<file path="config.mk">
export PLATFORM = sky130hd
export DESIGN_NAME = evm_booth_arbiter
export DESIGN_NICKNAME = d
export VERILOG_FILES = /design/src/rtl/evm_booth_arbiter.sv
export SDC_FILE = /design/constraint.sdc
export NUM_CORES = 1
export LEC_CHECK = 0
export CORE_MARGIN = 5
export CORE_UTILIZATION = 25
export CTS_BUF_LIST = sky130_fd_sc_hd__clkbuf_4 sky130_fd_sc_hd__clkbuf_8 sky130_fd_sc_hd__clkbuf_16
export DETAILED_ROUTE_END_ITERATION = 8
export PLACE_DENSITY = 0.55
export SYNTH_ARGS = -nofsm -noshare
export SYNTH_HDL_FRONTEND = slang
export SYNTH_SLANG_ARGS = --single-unit
</file>
<file path="constraint.sdc">
create_clock -name clk -period 2.6 [get_ports clk]
set_input_delay 0.78 -clock clk [delete_from_list [all_inputs] [get_ports clk]]
set_output_delay 0.78 -clock clk [all_outputs]
set_load 0.1 [all_outputs]
</file>
<file path="src/rtl/evm_booth_arbiter.sv">
// evm_booth_arbiter: round-robin arbiter sharing one EVM tally core between NUM_BOOTHS booths
// Ports: clk, rst (async active-low), session_open gates new grants; booth_req/booth_cand carry
// per-booth requests and 2-bit codes; voting_in_progress is core-ready; booth_ack/booth_reject
// pulse back to the granted booth; candidate_ready and vote_candidate_1..3 drive the core;
// grant_id, busy and votes_issued report status.
// Optional EVM_ARB_TIMEOUT_EN: reject the granted booth after TIMEOUT cycles stuck in WAIT.
module evm_booth_arbiter #(
  parameter int NUM_BOOTHS = 4,
  parameter int GAP_CYCLES = 2,
  parameter int TIMEOUT = 8,
  localparam int IW = $clog2(NUM_BOOTHS)
) (
  input logic clk,
  input logic rst,
  input logic session_open,
  input logic [NUM_BOOTHS-1:0] booth_req,
  input logic [2*NUM_BOOTHS-1:0] booth_cand,
  input logic voting_in_progress,
  output logic [NUM_BOOTHS-1:0] booth_ack,
  output logic [NUM_BOOTHS-1:0] booth_reject,
  output logic candidate_ready,
  output logic vote_candidate_1,
  output logic vote_candidate_2,
  output logic vote_candidate_3,
  output logic [IW-1:0] grant_id,
  output logic busy,
  output logic [15:0] votes_issued
);
  typedef enum logic [2:0] {IDLE, ARM, WAIT, CAST, GAP} state_t;
  // Outputs are registered one edge ahead, so the IDLE cycle that samples the next
  // request counts as the last gap cycle; GAP itself lasts GAP_CYCLES-1 cycles.
  localparam state_t AFTER = GAP_CYCLES > 1 ? GAP : IDLE;
  localparam logic AFTER_BUSY = GAP_CYCLES > 1;
  state_t state;
  logic [IW-1:0] last_grant, sel, idx;
  logic [1:0] code;
  logic [15:0] cnt;
`ifdef EVM_ARB_TIMEOUT_EN
  logic [15:0] wcnt;
`endif
  // Descending scan so the nearest requester after last_grant wins.
  always_comb begin
    sel = last_grant;
    idx = '0;
    for (int k = NUM_BOOTHS; k >= 1; k--) begin
      idx = IW'((int'(last_grant) + k) % NUM_BOOTHS);
      if (booth_req[idx]) sel = idx;
    end
  end
  wire [1:0] sel_code = booth_cand[{sel, 1'b0} +: 2];
  always_ff @(posedge clk or negedge rst) begin
    if (!rst) begin
      state <= IDLE;
      booth_ack <= '0;
      booth_reject <= '0;
      candidate_ready <= 1'b0;
      vote_candidate_1 <= 1'b0;
      vote_candidate_2 <= 1'b0;
      vote_candidate_3 <= 1'b0;
      grant_id <= '0;
      busy <= 1'b0;
      votes_issued <= '0;
      last_grant <= IW'(NUM_BOOTHS - 1);
      code <= '0;
      cnt <= '0;
`ifdef EVM_ARB_TIMEOUT_EN
      wcnt <= '0;
`endif
    end else begin
      booth_ack <= '0;
      booth_reject <= '0;
      candidate_ready <= 1'b0;
      vote_candidate_1 <= 1'b0;
      vote_candidate_2 <= 1'b0;
      vote_candidate_3 <= 1'b0;
      case (state)
        IDLE: if (session_open && |booth_req) begin
          grant_id <= sel;
          last_grant <= sel;
          code <= sel_code;
          state <= ARM;
          busy <= 1'b1;
          // ARM-cycle pulses are registered here so they show in the ARM cycle itself.
          if (sel_code != 2'b00) candidate_ready <= 1'b1;
          else booth_reject[sel] <= 1'b1;
        end
        ARM: begin
          state <= code != 2'b00 ? WAIT : AFTER;
          busy <= code != 2'b00 || AFTER_BUSY;
          cnt <= '0;
`ifdef EVM_ARB_TIMEOUT_EN
          wcnt <= '0;
`endif
        end
        WAIT: begin
          if (voting_in_progress) begin
            state <= CAST;
            vote_candidate_1 <= code == 2'd1;
            vote_candidate_2 <= code == 2'd2;
            vote_candidate_3 <= code == 2'd3;
            booth_ack[grant_id] <= 1'b1;
            votes_issued <= votes_issued + {15'd0, votes_issued != 16'hFFFF};
          end
`ifdef EVM_ARB_TIMEOUT_EN
          else if (wcnt == 16'(TIMEOUT - 1)) begin
            state <= AFTER;
            busy <= AFTER_BUSY;
            booth_reject[grant_id] <= 1'b1;
            cnt <= '0;
          end else wcnt <= wcnt + 16'd1;
`endif
        end
        CAST: begin
          state <= AFTER;
          busy <= AFTER_BUSY;
          cnt <= '0;
        end
        GAP: if (cnt == 16'(GAP_CYCLES - 2)) begin
          state <= IDLE;
          busy <= 1'b0;
        end else cnt <= cnt + 16'd1;
        default: begin
          state <= IDLE;
          busy <= 1'b0;
        end
      endcase
    end
  end
endmodule

</file>
After elaboration in Yosys (flattened, before gate mapping)
Index checks and enable logic that the tools add are counted.
- register bits after elaboration: 54
- logic and storage cells: 96
- input bits: 16
- shift operators: 1
- equality and inequality tests: 12
- bitwise operators: 1
- multiplexer cells: 40
- reduce and logical (&&, ||, !) cells: 15
- add/subtract/negate cells: 6
- order comparisons: 8
- operator list (kind ; number):
    one-hot mux 16 bit (2 select lines) ; 1
    2-to-1 mux 4 bit ; 5
    less-than comparator 2 x 3 -> 1 bit (second input constant) ; 6
    2-to-1 mux 1 bit ; 17
    adder 16 x 1 -> 16 bit ; 1
    adder 16 x 1 -> 16 bit (second input constant) ; 1
    zero test 16 bit ; 1
    2-to-1 mux 16 bit ; 1
    != test 16 bit (second input constant) ; 1
    one-hot mux 3 bit (5 select lines) ; 1
    2-to-1 mux 3 bit ; 4
    binary-select mux 1 bit (select 2 bit) ; 4
    2-to-1 mux 2 bit ; 4
    != test 2 bit (second input constant) ; 4
    variable part select 8 x 4 -> 2 bit ; 1
    == test 3 x 2 -> 1 bit (second input constant) ; 2
    AND reduction 2 bit ; 3
    AND reduction 3 bit ; 2
    nonzero test 2 bit ; 3
    adder 2 x 1 -> 2 bit (second input constant) ; 2
    adder 2 bit (second input constant) ; 2
    demux 1 bit (select 2 bit) ; 2
    == test 2 bit (second input constant) ; 2
    greater-or-equal comparator 2 x 1 -> 1 bit (second input constant) ; 2
    other kinds (9) ; 11

Logic depth before layout (Yosys ltp)
- depth after elaboration: 14
- gate-level depth with buffers: 10
- gate-level depth less buffers: 10

Least setup slack after synthesis
No wires, ideal clock.
- path type: register to register
- start point: register votes_issued[7]
- end point: register votes_issued[14]
- setup slack: -386 ps
- arrival: 2828 ps
- cell stages (with the launch flop): 11
- required time: 2442 ps
- path buffers: 0
- cell sequence: dfrtp_1 > and4_1 > and3_1 > nand4_1 > or3_1 > ha_1 > ha_1 > nand4_1 > inv_1 > nand4_1 > xnor2_1
- cells in the longest elaborated chain, start to end: 2
- RTL lines (element ; RTL line ; text):
    start, declared ; 27 ; output logic [15:0] votes_issued
    start signal, assigned ; 102 ; votes_issued <= votes_issued + {15'd0, votes_issued != 16'hFFFF};
    != test 16 bit ; 102 ;
    adder 16 x 1 -> 16 bit * ; 102 ;
Every way passes the cells marked *; elsewhere a longest branch is shown, timed or not.
A chain may end at the register's enable or synchronous reset.

Final worst setup path
- start point: register votes_issued[6]
- end point: register votes_issued[8]
The elaborated chain is that of the path after synthesis.

==> impl_metrics.yaml <==
status:
  outcome: "completed"
worst_setup_path:
  worstPathArrival_ns: 2.65
  r2r-start: "votes_issued[6]"
  worstSetupStartpointType: "flop"
  cp.depth: 10
  endpoint: "votes_issued[8]"
  cp_num_buf_inv: 1
  crit_chain: "and4_4 > and3_4 > nand4_1 > or3_1 > ha_1 > ha_1 > nand4_1 > inv_1 > nand3_1 > xnor2_1"
  cp_max_fo: 6
  crit_path_end_kind: "flop"
  cpMaxStageDelayCell: "dfrtp_4"
  crit_family: "simple AND/OR/NAND/NOR gates"
  reg2reg_slack_ns: 0.18
  timing.rr.end: "votes_issued[8]"
  required_ns: 2.83
  crit_type: "flop to flop"
  cp-startpoint: "votes_issued[6]"
  crit_path_max_incr_delay_ns: 0.46
  r2r_cells: 10
job:
  max-cap-violations: 0
global_route:
  grt_max_degree: 55
  grt_pass1_vias: 1916
  track_usage_pct: 9.216
  antenna_found_initial: 0
  grt-ovfl-total: 0
  grt_pass1_wl_um: 8914
layout:
  area.sequential_um2: 1371
  layout-drive-gt1-share_pct: 23.45
  final_area_um2: 3204
  syn_to_final_growth_pct: 27.41
  multi_input_area_um2: 1125
  fill_cells: 1013
  final_cell_count_no_fill: 423
  nets: 309
  n_antenna_cell: 0
pwr:
  p_per_area_nw_per_um2: 892.4
  leakage_nw: 1.397
  ir_worst_vdd_uv: 483.0
sta:
  post-route-min-period_ns: 2.415
  maxSlewViolCount: 0
  fin_ws_ns: 0.1846
  hold_viol_final: 0
  finalCritPeriodShare_pct: 92.90
  worst_pin_slew_ns: 0.6667
  setup_viol: 0
  grt_setup_unrepaired: "false"
  fin_worst_skew_ns: 0.003479
  whs_ns: 0.4497
  max_clock_freq_ghz: 0.4140
  timing.slew.headroom_pct: 54.93
drt:
  final_antenna_net_count: 0
  drt_first_pass_iters: 4
  drt_drc_violations_left: 0
  wire_per_inst_um: 12.52
  vias_per_cell: 4.511
  drt_iter0_drc: 63
  vias: 1908
  wirelength_um: 5295
logic_synthesis:
  avgSynthCellArea_um2: 10.66
  seq_area_frac_synth_pct: 53.83
  synthArstFlopShare_pct: 100.0
  synth_cell_types: 40
  synth_top_area_share_pct: 51.74
  synth_warnings: 0
  yosysTopAreaCell: "dfrtp_1"
  synth_edf_count: 0
  syn_nets: 256
  synthCells: 236
  syn-cell-area_um2: 2515
  synth_flop_cell: "dfrtp_1"
  synthTopCellsByArea: "dfrtp_1 (52%), xnor2_1 (6.6%), nand2_1 (3.6%), nor2_1 (3.1%), nand4_1 (2.7%)"
  ys_ff_latch: 54
placement:
  postPlaceCellArea_um2: 3102
  portBuffers: 46
  pre_cts_ws_ns: -0.1115
  hpwl_um: 3798
  dp_cells: 415
  place_congestion: 0.7563
clock_tree:
  clk_path_buf_depth: 2
  cts_resized: 0
  clkLatencyLatePin_ns: 0.30
  cts_max_level: 2
  post_cts_buffers: 0
  clock-sinks: 54
  cts_tree: "yes"
  numCtsBuffers: 5
  hold_buffers: 0
  clk_pin_slew_ns: 0.10
  root_buffer: "clkbuf_8"
floorplan:
  dieArea_um2: 12170
  coreArea_um2: 9774
  start_util_pct: 25.73
  die_w_um: 110.3
  die-height_um: 110.3
  row_count: 36
  num_io_pins: 47
min_path:
  hp-class: "input pin to async pin"
[cell type report]
| type | instances | area share, % |
|---|---|---|
| flip-flops and latches | 54 | 42.80 |
| multi-input cells | 172 | 35.10 |
| repair buffers | 51 | 13.35 |
| well taps | 133 | 5.193 |
| inverters | 5 | 0.5857 |
| clock buffers | 6 | 2.577 |
| clock inverters | 2 | 0.3905 |
[placed cells by master (no fill, tap or decap), types with 2 or more instances in the layout]
| master | Yosys | routed |
|---|---|---|
| or3_1 | 4 | 4 |
| a32oi_1 | 2 | 2 |
| dfstp_2 | 2 | 2 |
| and3_1 | 4 | 3 |
| o21a_1 | 5 | 5 |
| xnor2_1 | 19 | 19 |
| nor3_1 | 6 | 6 |
| inv_1 | 5 | 5 |
| nor3b_1 | 3 | 3 |
| ha_1 | 4 | 4 |
| nand4_1 | 11 | 11 |
| buf_4 | 1 | 35 |
| xor2_1 | 7 | 7 |
| mux2_2 | 4 | 4 |
| nor4_1 | 9 | 9 |
| dfrtp_2 | 0 | 2 |
| clkbuf_8 | 0 | 6 |
| nand2_1 | 24 | 24 |
| nand2b_1 | 4 | 4 |
| dfrtp_4 | 0 | 4 |
| dfrtp_1 | 52 | 46 |
| a21oi_1 | 8 | 8 |
| nor3_2 | 3 | 3 |
| and3b_1 | 3 | 3 |
| clkdlybuf4s50_1 | 0 | 14 |
| nor2_1 | 21 | 21 |
| o21ai_0 | 7 | 7 |
| nand3_1 | 10 | 10 |
[registers in the layout, summed over array words and instances (netlist names)]
| register | count |
|---|---|
| state | 3 |
| booth_reject | 4 |
| vote_candidate_1 | 1 |
| candidate_ready | 1 |
| vote_candidate_3 | 1 |
| cnt | 16 |
| booth_ack | 4 |
| code | 2 |
| vote_candidate_2 | 1 |
| votes_issued | 16 |
| busy | 1 |
| grant_id | 2 |
| last_grant | 2 |
[cells in the mapped netlist, types with 2 or more instances]
cell / number
nand2_1: 24
nand3_1: 10
and3_1: 4
and3b_1: 3
mux2_2: 4
ha_1: 4
dfrtp_1: 52
clkbuf_1: 2
xor2_1: 7
nor4_1: 9
or3_1: 4
nand4_1: 11
nor3_1: 6
dfstp_2: 2
a32oi_1: 2
nand2b_1: 4
inv_1: 5
a21oi_1: 8
nor2_1: 21
o21ai_0: 7
nor3_2: 3
o21a_1: 5
nor3b_1: 3
xnor2_1: 19
buf_2: 2
[cell families after synthesis]
| group | after synthesis | synth area share (%) |
|---|---|---|
| xor+xnor | 26 | 9.055 |
| simple gates | 113 | 25.22 |
| flops | 54 | 53.83 |
| buf+inv | 10 | 1.742 |
| compound gates | 24 | 5.970 |
| fa+ha+maj | 4 | 1.990 |
| mux | 5 | 2.189 |
[per-stage QoR]
| stage | power [W] | setup TNS (ns) | utilization, % |
|---|---|---|---|
| 2_1_floorplan | 0.002088 | 0 | - |
| 3_3_place_gp | 0.002383 | -0.03543 | 31.73 |
| 4_1_cts | 0.002900 | 0 | 32.71 |
| 5_1_grt | 0.003028 | 0 | 32.78 |
| 3_5_place_dp | 0.002395 | -0.2188 | 31.73 |
| 6_report | 0.002860 | 0 | 32.78 |
[routing by layer]
metal / track usage (%) / wire, um / part of all wire [%] / vias up
met5: 0 / 0 / 0 / -
met2: 15.08 / 2429 / 46 / 43
met3: 2.504 / 292 / 5.5 / 5
met1: 11.64 / 2508 / 47 / 925
li1: - / - / - / 935
met4: 3.430 / 64 / 1.2 / 0
[where the power goes]
part | switching, W | internal [W] | total [W]
Sequential | 0.000173 | 0.000980 | 0.00115
Clock | 0.000279 | 0.000215 | 0.000494
Combinational | 0.000867 | 0.000346 | 0.00121
[how the worst min path moves through the flow]
stage                                   to  depth (start not counted)
after global placement    votes_issued[11]                          1
after detailed placement  votes_issued[11]                          1
after floorplan           vote_candidate_2                          1
after CTS                 votes_issued[14]                          2
after global routing      votes_issued[13]                          2
final                     votes_issued[14]                          2
Power figures use the tool's default switching activity.
